File: config.mk
export PLATFORM = sky130hd
export DESIGN_NAME = string_copy_master
export DESIGN_NICKNAME = d
export VERILOG_FILES = /design/src/rtl/string_hw_pkg.sv /design/src/rtl/string_copy_master.sv
export SDC_FILE = /design/constraint.sdc
export NUM_CORES = 1
export LEC_CHECK = 0
export CORE_MARGIN = 2
export CORE_UTILIZATION = 34
export CTS_CLUSTER_SIZE = 24
export DETAILED_ROUTE_END_ITERATION = 12
export PLACE_DENSITY = 0.63
export REMOVE_ABC_BUFFERS = 1
export SYNTH_ARGS = -nofsm -noshare
export SYNTH_HDL_FRONTEND = slang
export SYNTH_SLANG_ARGS = --single-unit
export TNS_END_PERCENT = 20
File: constraint.sdc
create_clock -name clk -period 5.9 [get_ports clk]
set_input_delay 0.885 -clock clk [delete_from_list [all_inputs] [get_ports clk]]
set_output_delay 0.885 -clock clk [all_outputs]
set_load 0.1 [all_outputs]
File: src/rtl/string_hw_pkg.sv
// Shared definitions for the String HW accelerator and its copy master.
package string_hw_pkg;

  // Copy master FSM states
  typedef enum logic [2:0] {
    StIdle,
    StRdReq,
    StRdWait,
    StWrReq,
    StDone
  } copy_state_t;

  // Byte stride of one data word
  function automatic int unsigned word_bytes(int unsigned data_w);
    return data_w / 8;
  endfunction

  localparam int unsigned DEFAULT_DATA_W = 32;
  localparam int unsigned WORD_BYTES     = word_bytes(DEFAULT_DATA_W);

  // Avalon word offsets of the accelerator slave registers
  localparam logic [1:0] REG_A       = 2'd0;
  localparam logic [1:0] REG_B       = 2'd1;
  localparam logic [1:0] REG_CONTROL = 2'd2;
  localparam logic [1:0] REG_RESULT  = 2'd3;

endpackage

File: src/rtl/string_copy_master.sv
// Avalon-MM master that copies a block of words from a source region to a
// fixed (FIFO port) or incrementing destination address. One read is
// outstanding at a time; each word is read, captured, then written.
// Optional build macro STRING_COPY_CHECKSUM_EN adds a running word sum
// output `checksum`.
module string_copy_master
  import string_hw_pkg::*;
#(
  parameter int unsigned ADDR_W = 32,
  parameter int unsigned DATA_W = 32,
  parameter int unsigned CNT_W  = 5
) (
  input  logic              clk,
  input  logic              reset,
  input  logic              start,
  input  logic [ADDR_W-1:0] src_addr,
  input  logic [ADDR_W-1:0] dst_addr,
  input  logic              dst_inc,
  input  logic [CNT_W-1:0]  word_count,
  output logic              busy,
  output logic              done,
`ifdef STRING_COPY_CHECKSUM_EN
  output logic [DATA_W-1:0] checksum,
`endif
  output logic [ADDR_W-1:0] avm_address,
  output logic              avm_read,
  output logic              avm_write,
  output logic [DATA_W-1:0] avm_writedata,
  input  logic [DATA_W-1:0] avm_readdata,
  input  logic              avm_readdatavalid,
  input  logic              avm_waitrequest
);

  localparam logic [ADDR_W-1:0] Stride = ADDR_W'(word_bytes(DATA_W));

  copy_state_t       state_q;
  logic [ADDR_W-1:0] src_q;
  logic [ADDR_W-1:0] dst_q;
  logic              dst_inc_q;
  logic [CNT_W-1:0]  remaining_q;
  logic [ADDR_W-1:0] avm_address_q;
  logic              avm_read_q;
  logic              avm_write_q;
  logic [DATA_W-1:0] avm_writedata_q;
  logic              busy_q;
  logic              done_q;

  // Next-address values used when a write is accepted
  logic [ADDR_W-1:0] src_next;
  logic [ADDR_W-1:0] dst_next;

  // Address advance; wraps modulo 2^ADDR_W
  always_comb begin
    src_next = src_q + Stride;
    dst_next = dst_inc_q ? (dst_q + Stride) : dst_q;
  end

  // Copy FSM with all bus and status outputs registered
  always_ff @(posedge clk or posedge reset) begin
    if (reset) begin
      state_q         <= StIdle;
      src_q           <= '0;
      dst_q           <= '0;
      dst_inc_q       <= 1'b0;
      remaining_q     <= '0;
      avm_address_q   <= '0;
      avm_read_q      <= 1'b0;
      avm_write_q     <= 1'b0;
      avm_writedata_q <= '0;
      busy_q          <= 1'b0;
      done_q          <= 1'b0;
    end else begin
      unique case (state_q)
        StIdle: begin
          if (start) begin
            src_q       <= src_addr;
            dst_q       <= dst_addr;
            dst_inc_q   <= dst_inc;
            remaining_q <= word_count;
            if (word_count == '0) begin
              // Empty transfer: report completion without bus traffic
              state_q <= StDone;
              done_q  <= 1'b1;
            end else begin
              state_q       <= StRdReq;
              avm_read_q    <= 1'b1;
              avm_address_q <= src_addr;
              busy_q        <= 1'b1;
            end
          end
        end
        StRdReq: begin
          if (!avm_waitrequest) begin
            avm_read_q <= 1'b0;
            state_q    <= StRdWait;
          end
        end
        StRdWait: begin
          if (avm_readdatavalid) begin
            avm_writedata_q <= avm_readdata;
            avm_address_q   <= dst_q;
            avm_write_q     <= 1'b1;
            state_q         <= StWrReq;
          end
        end
        StWrReq: begin
          if (!avm_waitrequest) begin
            avm_write_q <= 1'b0;
            remaining_q <= remaining_q - CNT_W'(1);
            src_q       <= src_next;
            dst_q       <= dst_next;
            if (remaining_q == CNT_W'(1)) begin
              state_q <= StDone;
              busy_q  <= 1'b0;
              done_q  <= 1'b1;
            end else begin
              state_q       <= StRdReq;
              avm_read_q    <= 1'b1;
              avm_address_q <= src_next;
            end
          end
        end
        StDone: begin
          done_q  <= 1'b0;
          state_q <= StIdle;
        end
        default: begin
          state_q <= StIdle;
        end
      endcase
    end
  end

`ifdef STRING_COPY_CHECKSUM_EN
  logic [DATA_W-1:0] checksum_q;

  // Running sum of written words; cleared when a new transfer is accepted
  always_ff @(posedge clk or posedge reset) begin
    if (reset) begin
      checksum_q <= '0;
    end else if (state_q == StIdle && start) begin
      checksum_q <= '0;
    end else if (state_q == StWrReq && !avm_waitrequest) begin
      checksum_q <= checksum_q + avm_writedata_q;
    end
  end

  assign checksum = checksum_q;
`endif

  assign busy          = busy_q;
  assign done          = done_q;
  assign avm_address   = avm_address_q;
  assign avm_read      = avm_read_q;
  assign avm_write     = avm_write_q;
  assign avm_writedata = avm_writedata_q;

endmodule

==> metrics.cfg, run 1 <==
[critical_path]
critPathCaptureType=flop
critPathCapture=avm_address[1]$_DFFE_PP0P_
path_max_fanout=33
regToRegSetupSlack_ns=2.88
crit_chain=clkdlybuf4s50_1 -> or3b_1 -> a21oi_2 -> buf_4 -> and2_2 -> mux2_4
crit_required_ns=6.20
r2r.worst_path.cells=5
reg2reg_to=avm_address[1]$_DFFE_PP0P_
crit_start=start
slowest_delay_ns=0.85
r2r_start=state_q[1]$_DFFE_PP0P_
crit_path_start_kind=input pin
worst_path_max_delay_cell=and2_2
path_class=in2reg
critPathArrivalTime_ns=3.65

[logic_synthesis]
synth-main-ff-cell=dfrtp_1
async_flop_share=1.00
ys_seq_area_frac=0.421
synthCells=918
syn_avg_cell_area_sq_um=9.13
yosysUniqueCellTypes=75
syn_area_sq_um=8380
synth_warnings=0
ys_ff_latch=141
synth-edff-count=0

[sta]
post-route-min-period_ns=3.34
fmax_mhz=299
report.final.slew_viol_count=0
slew_headroom=0.297
fin_setup_tns_ns=0
setup_viol=0
timing.final.crit_share=0.567
finClkSkew_ns=0.00948
tightestPinTransition_ns=1.05
finalHoldViolations=0
rsz0062_at_grt=false

[global_routing]
antenna_found_initial=1
grt_pass1_vias=7277
grt_max_degree=94
grt_pass1_wl_microns=41800
grt-ovfl-total=0
grt_usage=0.203

[clock_network]
cts_resized=0
tritoncts=done
post-cts-setup-buffers=0
hold_buffers=0
ctsLongestPathBuffers=2
cts_sinks=141
insertion_delay_ns=0.43
clkTransAtPathRegs_ns=0.06
h-tree-depth=4
numCtsBuffers=17
root_buffer=clkbuf_16

[hold_path]
hp-class=reg2reg

[final_layout]
layout_common_cells=174 x clkdlybuf4s50_1, 140 x dfrtp_1, 114 x a21oi_1
final_cell_area_sq_um=10900
fillers=2370
multi_input_area_sq_um=4430
final_common_cell=clkdlybuf4s50_1
synthToLayoutAreaGrowth_pct=29.4
final_layout_size_suffix_gt1_frac=0.105
nets=1155
seqCellArea_sq_um=3530

[route]
ant_nets=0
drt-pass1-iter-count=5
wl_per_cell_microns=19.2
wl_microns=26500
avgViaCountPerCell=5.63
vias=7773
drt_iter0_drc=676
drc=0

[placed_design]
finalWeightedCongestion=0.858
portBuffers=174
dpl.hpwl_microns=18100
postPlaceCellArea_sq_um=10300

[floorplan]
die_w_microns=161
num_rows=57
num_io_pins=175
dieArea_sq_um=25900
start_util=0.346
die_h_microns=161
core_area_sq_um=24200

[status]
status=completed

[run]
cap_viol_max_count=0

## synthesized netlist by cell type (6+ instances only)
| master | instances | share of area |
|---|---|---|
| a41oi_2 | 7 | 0.014 |
| and2_1 | 6 | 0.0045 |
| or3_1 | 15 | 0.011 |
| nand2_1 | 76 | 0.034 |
| mux2_2 | 33 | 0.044 |
| a21oi_1 | 116 | 0.069 |
| dfrtp_1 | 141 | 0.42 |
| nand3_1 | 28 | 0.017 |
| a311oi_1 | 7 | 0.0073 |
| a211oi_1 | 10 | 0.0090 |
| a2bb2oi_1 | 11 | 0.011 |
| and4_1 | 15 | 0.016 |
| xnor2_1 | 8 | 0.0084 |
| clkbuf_1 | 38 | 0.017 |
| and3_1 | 14 | 0.010 |
| nor3_1 | 21 | 0.013 |
| nor3b_1 | 16 | 0.014 |
| a21o_1 | 6 | 0.0054 |
| a31oi_1 | 22 | 0.016 |
| buf_2 | 31 | 0.019 |
| nand4_1 | 23 | 0.017 |
| mux2i_1 | 9 | 0.011 |
| inv_1 | 17 | 0.0076 |
| o221ai_2 | 6 | 0.011 |
| o21ai_0 | 40 | 0.024 |
| o22ai_1 | 21 | 0.016 |
| o21ai_1 | 13 | 0.0078 |
| nor2_1 | 59 | 0.026 |
## critical path: cells and delay by family
family          cells  cell delay [ns]
mux                 1             0.35
compound gates      1             0.16
simple gates        2             1.34
buf+inv             2             0.89
## metal layers
metal / wire, microns / vias up / GRT usage
li1: - / 3693 / -
met1: 12300 / 3828 / 0.286
met2: 12200 / 226 / 0.316
met3: 1520 / 26 / 0.0424
met4: 446 / 0 / 0.0609
met5: 0 / - / 0
## cell families (layout without fill, tap and decap cells)
| logic type | Yosys count | in the layout | share of synthesized area |
|---|---|---|---|
| buffers and inverters | 96 | 233 | 0.0516 |
| AOI/OAI and AO/OA | 304 | 304 | 0.236 |
| xor gates and xnor gates | 13 | 13 | 0.0136 |
| adders and majority gates | 4 | 4 | 0.00597 |
| and+or+nand+nor | 310 | 310 | 0.204 |
| other | 0 | 1 | 0 |
| DFF | 141 | 141 | 0.421 |
| muxes | 50 | 50 | 0.0672 |
## area by class of cell
| type | instances | area share |
|---|---|---|
| diodes | 1 | 0.000231 |
| clock buffers | 19 | 0.0399 |
| clock inverters | 11 | 0.0135 |
| inverters | 17 | 0.00634 |
| multi-input cells | 681 | 0.409 |
| flip-flops and latches | 141 | 0.325 |
| well taps | 324 | 0.0374 |
| repair buffers | 186 | 0.169 |
## registers in the layout, indices dropped and copies added (netlist names)
| name | cells |
|---|---|
| avm_writedata | 32 |
| state_q | 3 |
| avm_write | 1 |
| busy | 1 |
| done | 1 |
| remaining_q | 5 |
| dst_inc_q | 1 |
| dst_q | 32 |
| src_q | 32 |
| avm_address | 32 |
| avm_read | 1 |
## through the flow
stage	setup slack (ns)	util	hold WS (ns)	cells
after global routing	2.49	0.448	0.507	1380
final	2.56	0.448	0.485	1380
after floorplan	1.23	-	0.457	839
after detailed placement	2.18	0.424	0.468	1349
after global placement	2.17	0.424	0.460	1349
after CTS	2.62	0.447	0.487	1379
## how the worst min path moves through the flow
stage	startpoint	to	slack [ns]	depth (start not counted)
6_report	dst_q[1]$_DFFE_PP0P_	dst_q[1]$_DFFE_PP0P_	0.48	1
5_1_grt	avm_write$_DFFE_PP0P_	avm_write$_DFFE_PP0P_	0.51	1
4_1_cts	dst_q[1]$_DFFE_PP0P_	dst_q[1]$_DFFE_PP0P_	0.49	1
3_5_place_dp	avm_write$_DFFE_PP0P_	avm_write$_DFFE_PP0P_	0.47	1
3_3_place_gp	avm_write$_DFFE_PP0P_	avm_write$_DFFE_PP0P_	0.46	1
2_1_floorplan	dst_q[0]$_DFFE_PP0P_	dst_q[0]$_DFFE_PP0P_	0.46	1
Power of run 1 is left out: the tool's default activity adds up to more than one toggle a clock period on the data nets, which glitch-free logic cannot reach.
==> run 2, diff against run 1 <==
--- a/config.mk
+++ b/config.mk
@@ -9,7 +9,7 @@
 export CORE_UTILIZATION = 34
 export CTS_CLUSTER_SIZE = 24
 export DETAILED_ROUTE_END_ITERATION = 12
-export PLACE_DENSITY = 0.63
+export PLACE_DENSITY = 0.65
 export REMOVE_ABC_BUFFERS = 1
 export SYNTH_ARGS = -nofsm -noshare
 export SYNTH_HDL_FRONTEND = slang
==> constraint.sdc (replaced) <==
create_clock -name clk -period 2.8 [get_ports clk]
set_input_delay 0.42 -clock clk [delete_from_list [all_inputs] [get_ports clk]]
set_output_delay 0.42 -clock clk [all_outputs]
set_load 0.1 [all_outputs]
==> metrics.cfg, run 2 (synthesis results as in run 1) <==
[route]
vias=7941
ant_nets=0
wl_per_cell_microns=19.5
drt-pass1-iter-count=5
drt_iter0_drc=647
wl_microns=27500
drc=0
avgViaCountPerCell=5.64

[placed_design]
finalWeightedCongestion=0.842
dpl.hpwl_microns=19900
postPlaceCellArea_sq_um=10400
portBuffers=174

[clock_network]
cts_sinks=141
post-cts-setup-buffers=0
numCtsBuffers=17
clkTransAtPathRegs_ns=0.06
tritoncts=done
root_buffer=clkbuf_16
hold_buffers=0
ctsLongestPathBuffers=2
insertion_delay_ns=0.43
h-tree-depth=4
cts_resized=0

[floorplan]
num_io_pins=175
num_rows=57
start_util=0.346
die_w_microns=161
dieArea_sq_um=25900
die_h_microns=161
core_area_sq_um=24200

[final_layout]
final_layout_size_suffix_gt1_frac=0.194
fillers=2354
diodes=0
synthToLayoutAreaGrowth_pct=31.0
final_common_cell=dfrtp_1
final_cell_area_sq_um=11000
nets=1183
layout_common_cells=140 x dfrtp_1, 114 x a21oi_1, 106 x clkdlybuf4s50_1

[global_routing]
antenna_found_initial=0
grt_pass1_vias=7574
grt-ovfl-total=0
grt_use_met2=0.347
grt_max_degree=80
gr-usage-met3=0.0372
top_usage_layer=met2
grt_usage=0.213
grt_util_met1=0.293
grt_pass1_wl_microns=43600

[sta]
fmax_mhz=425
rsz0062_at_grt=false
report.final.slew_viol_count=0
finClkSkew_ns=0.00798
post-route-min-period_ns=2.35
timing.final.crit_share=0.840
slew_headroom=0.602
tightestPinTransition_ns=0.596
setup_viol=0
hold_ws_ns=0.418
finalHoldViolations=0

[hold_path]
hp-class=in2async

[critical_path]
path_class=reg2reg
critPathArrivalTime_ns=2.64
crit_required_ns=3.09
critPathCaptureType=flop
crit_path_start_kind=flop
path_max_fanout=7

[status]
status=completed

[run]
cap_viol_max_count=0

## run 2: cell types whose count changed in the layout (fill, tap and decap cells not counted), sizes merged, moves of 2 or more
cell / delta
buf: +96
inv: +4
clkdlybuf4s50: -68
clkbuf: -2
clkinvlp: +2
## run 2: path summary, 6_finish.rpt
| path | start | to | slack, ns | cells after the start |
|---|---|---|---|---|
| worst max register to register | src_q[2]$_DFFE_PP0P_ | avm_address[16]$_DFFE_PP0P_ | 0.45 | 6 |
| worst max-delay path | src_q[2]$_DFFE_PP0P_ | avm_address[16]$_DFFE_PP0P_ | 0.45 | 6 |
| min in group clk | avm_write$_DFFE_PP0P_ | avm_write$_DFFE_PP0P_ | 0.49 | 1 |
| worst min-delay path | reset | avm_writedata[8]$_DFFE_PP0P_ | 0.42 | 2 |
| worst min register to register | avm_write$_DFFE_PP0P_ | avm_write$_DFFE_PP0P_ | 0.49 | 1 |
| max in group asynchronous | reset | dst_q[26]$_DFFE_PP0P_ | 1.68 | 3 |
## run 2: critical path, stage by stage, from the launching register on
cell and delay, ns:
dfrtp_1 0.51, ha_1 0.38, inv_1 0.15, nor4_1 0.48, xnor2_1 0.12, a221oi_1 0.44, a21oi_1 0.13
## run 2: through the flow
| stage | worst slack (ns) | utilization | setup TNS (ns) | instances |
|---|---|---|---|---|
| 5_1_grt | 0.311 | 0.453 | 0 | 1409 |
| 6_report | 0.447 | 0.453 | 0 | 1409 |
| 2_1_floorplan | -1.60 | - | -325.89 | 839 |
| 3_5_place_dp | 0.128 | 0.429 | 0 | 1377 |
| 3_3_place_gp | 0.142 | 0.429 | 0 | 1377 |
| 4_1_cts | 0.458 | 0.453 | 0 | 1409 |
## run 2: metal layers
layer / wire length [microns] / vias to the layer above
li1: - / 3755
met1: 12300 / 3920
met2: 13300 / 231
met3: 1430 / 35
met4: 472 / 0
met5: 0 / -
## run 2: cell type report
cell class / instances / area (sq um) / share of cell area
multi-input combinational: 681 / 4430 / 0.404
sequential: 141 / 3530 / 0.321
clock buffer: 17 / 425 / 0.0387
tap: 324 / 405 / 0.0369
timing repair buffer: 214 / 1960 / 0.178
inverter: 17 / 68.8 / 0.00626
clock inverter: 15 / 161 / 0.0147
Power of run 2 is left out for the same reason.
==> run 3, diff against run 2 <==
==> constraint.sdc (replaced) <==
create_clock -name clk -period 2 [get_ports clk]
set_input_delay 0.3 -clock clk [delete_from_list [all_inputs] [get_ports clk]]
set_output_delay 0.3 -clock clk [all_outputs]
set_load 0.1 [all_outputs]
==> metrics.cfg, run 3 (synthesis results as in run 1) <==
[route]
drc=0
wl_per_cell_microns=19.0
ant_nets=0
vias=8235
drt_iter0_drc=794
avgViaCountPerCell=5.55
drt-pass1-iter-count=5
wl_microns=28200

[critical_path]
worst_path_max_delay_cell=or4_1
crit_chain=and4_2 -> nand3_2 -> or4_1 -> a21oi_1 -> a2bb2oi_1
crit_required_ns=2.34
path_class=reg2reg
slowest_delay_ns=0.56
path_max_fanout=7
cp_num_buf_inv=0
crit_path_start_kind=flop
critPathCaptureType=flop
crit_family=simple AND/OR/NAND/NOR gates
critPathArrivalTime_ns=2.23

[sta]
tightestPinTransition_ns=0.579
timing.final.crit_share=0.945
slew_headroom=0.613
report.final.slew_viol_count=0
rsz0062_at_grt=true
hold_ws_ns=0.193
post-route-min-period_ns=1.89
finClkSkew_ns=0.00894
setup_viol=0
fmax_mhz=529
finalHoldViolations=0

[global_routing]
grt_pass1_wl_microns=44500
grt-ovfl-total=0
grt_usage=0.218
grt_max_degree=58
grt_pass1_vias=7867
antenna_found_initial=0

[run]
cap_viol_max_count=0

[clock_network]
tritoncts=done
numCtsBuffers=17
cts_sinks=141
insertion_delay_ns=0.42
h-tree-depth=4
root_buffer=clkbuf_16
ctsLongestPathBuffers=2
clkTransAtPathRegs_ns=0.06
hold_buffers=0

[floorplan]
die_h_microns=161
die_w_microns=161
dieArea_sq_um=25900
core_area_sq_um=24200
start_util=0.346
num_rows=57
num_io_pins=175

[final_layout]
synthToLayoutAreaGrowth_pct=40.0
layout_common_cells=169 x buf_4, 139 x dfrtp_1, 114 x a21oi_1
final_common_cell=buf_4
diodes=0
nets=1258
final_layout_size_suffix_gt1_frac=0.256

[placed_design]
portBuffers=174
dpl.hpwl_microns=20800
finalWeightedCongestion=0.924

[status]
status=completed

[hold_path]
hp-class=in2async

-- run 3: per-stage QoR --
step | setup TNS, ns | setup slack, ns | cell area (sq um) | util | cells
floorplan | -521.70 | -2.40 | 8010 | - | 839
global placement | -18.48 | -0.375 | 11000 | 0.456 | 1452
detailed placement | -20.88 | -0.411 | 11000 | 0.456 | 1452
CTS | 0 | 0.0278 | 11700 | 0.482 | 1483
global route | -0.0127 | -0.0127 | 11700 | 0.484 | 1483
finish | 0 | 0.110 | 11700 | 0.484 | 1483
-- run 3: metal layers --
| layer | GRT usage | vias up | part of all wire |
|---|---|---|---|
| met1 | 0.300 | 3970 | 0.44 |
| met3 | 0.0372 | 49 | 0.062 |
| met5 | 0 | - | 0 |
| met4 | 0.0653 | 0 | 0.023 |
| li1 | - | 3891 | - |
| met2 | 0.353 | 325 | 0.47 |
-- run 3: repair_timing --
action / in CTS / in global routing
hold endpoints to repair: 0 / 0
gates resized for setup: 2 / 15
setup buffers: 0 / 0
endpoints found under the setup margin: 3 / 29
-- run 3: layout make-up --
| cell class | count | area, sq um |
|---|---|---|
| inverter | 17 | 68.8 |
| timing repair buffer | 289 | 2610 |
| tap | 324 | 405 |
| multi-input combinational | 681 | 4490 |
| sequential | 141 | 3530 |
| clock buffer | 18 | 439 |
| clock inverter | 13 | 191 |
| fill | 2305 | 12500 |
-- run 3: path summary, 6_finish.rpt --
path                                             from                       endpoint  slack (ns)  depth (start not counted)
min in group clk                          dst_addr[2]           dst_q[2]$_DFFE_PP0P_        0.44                          3
worst min-delay path                            reset  avm_writedata[25]$_DFFE_PP0P_        0.19                          2
worst min register to register  avm_write$_DFFE_PP0P_          avm_write$_DFFE_PP0P_        0.48                          1
worst max register to register  src_q[14]$_DFFE_PP0P_          src_q[28]$_DFFE_PP0P_        0.11                          5
worst max-delay path            src_q[14]$_DFFE_PP0P_          src_q[28]$_DFFE_PP0P_        0.11                          5
max in group asynchronous                       reset          src_q[11]$_DFFE_PP0P_        1.25                          3
Power of run 3 is left out for the same reason.
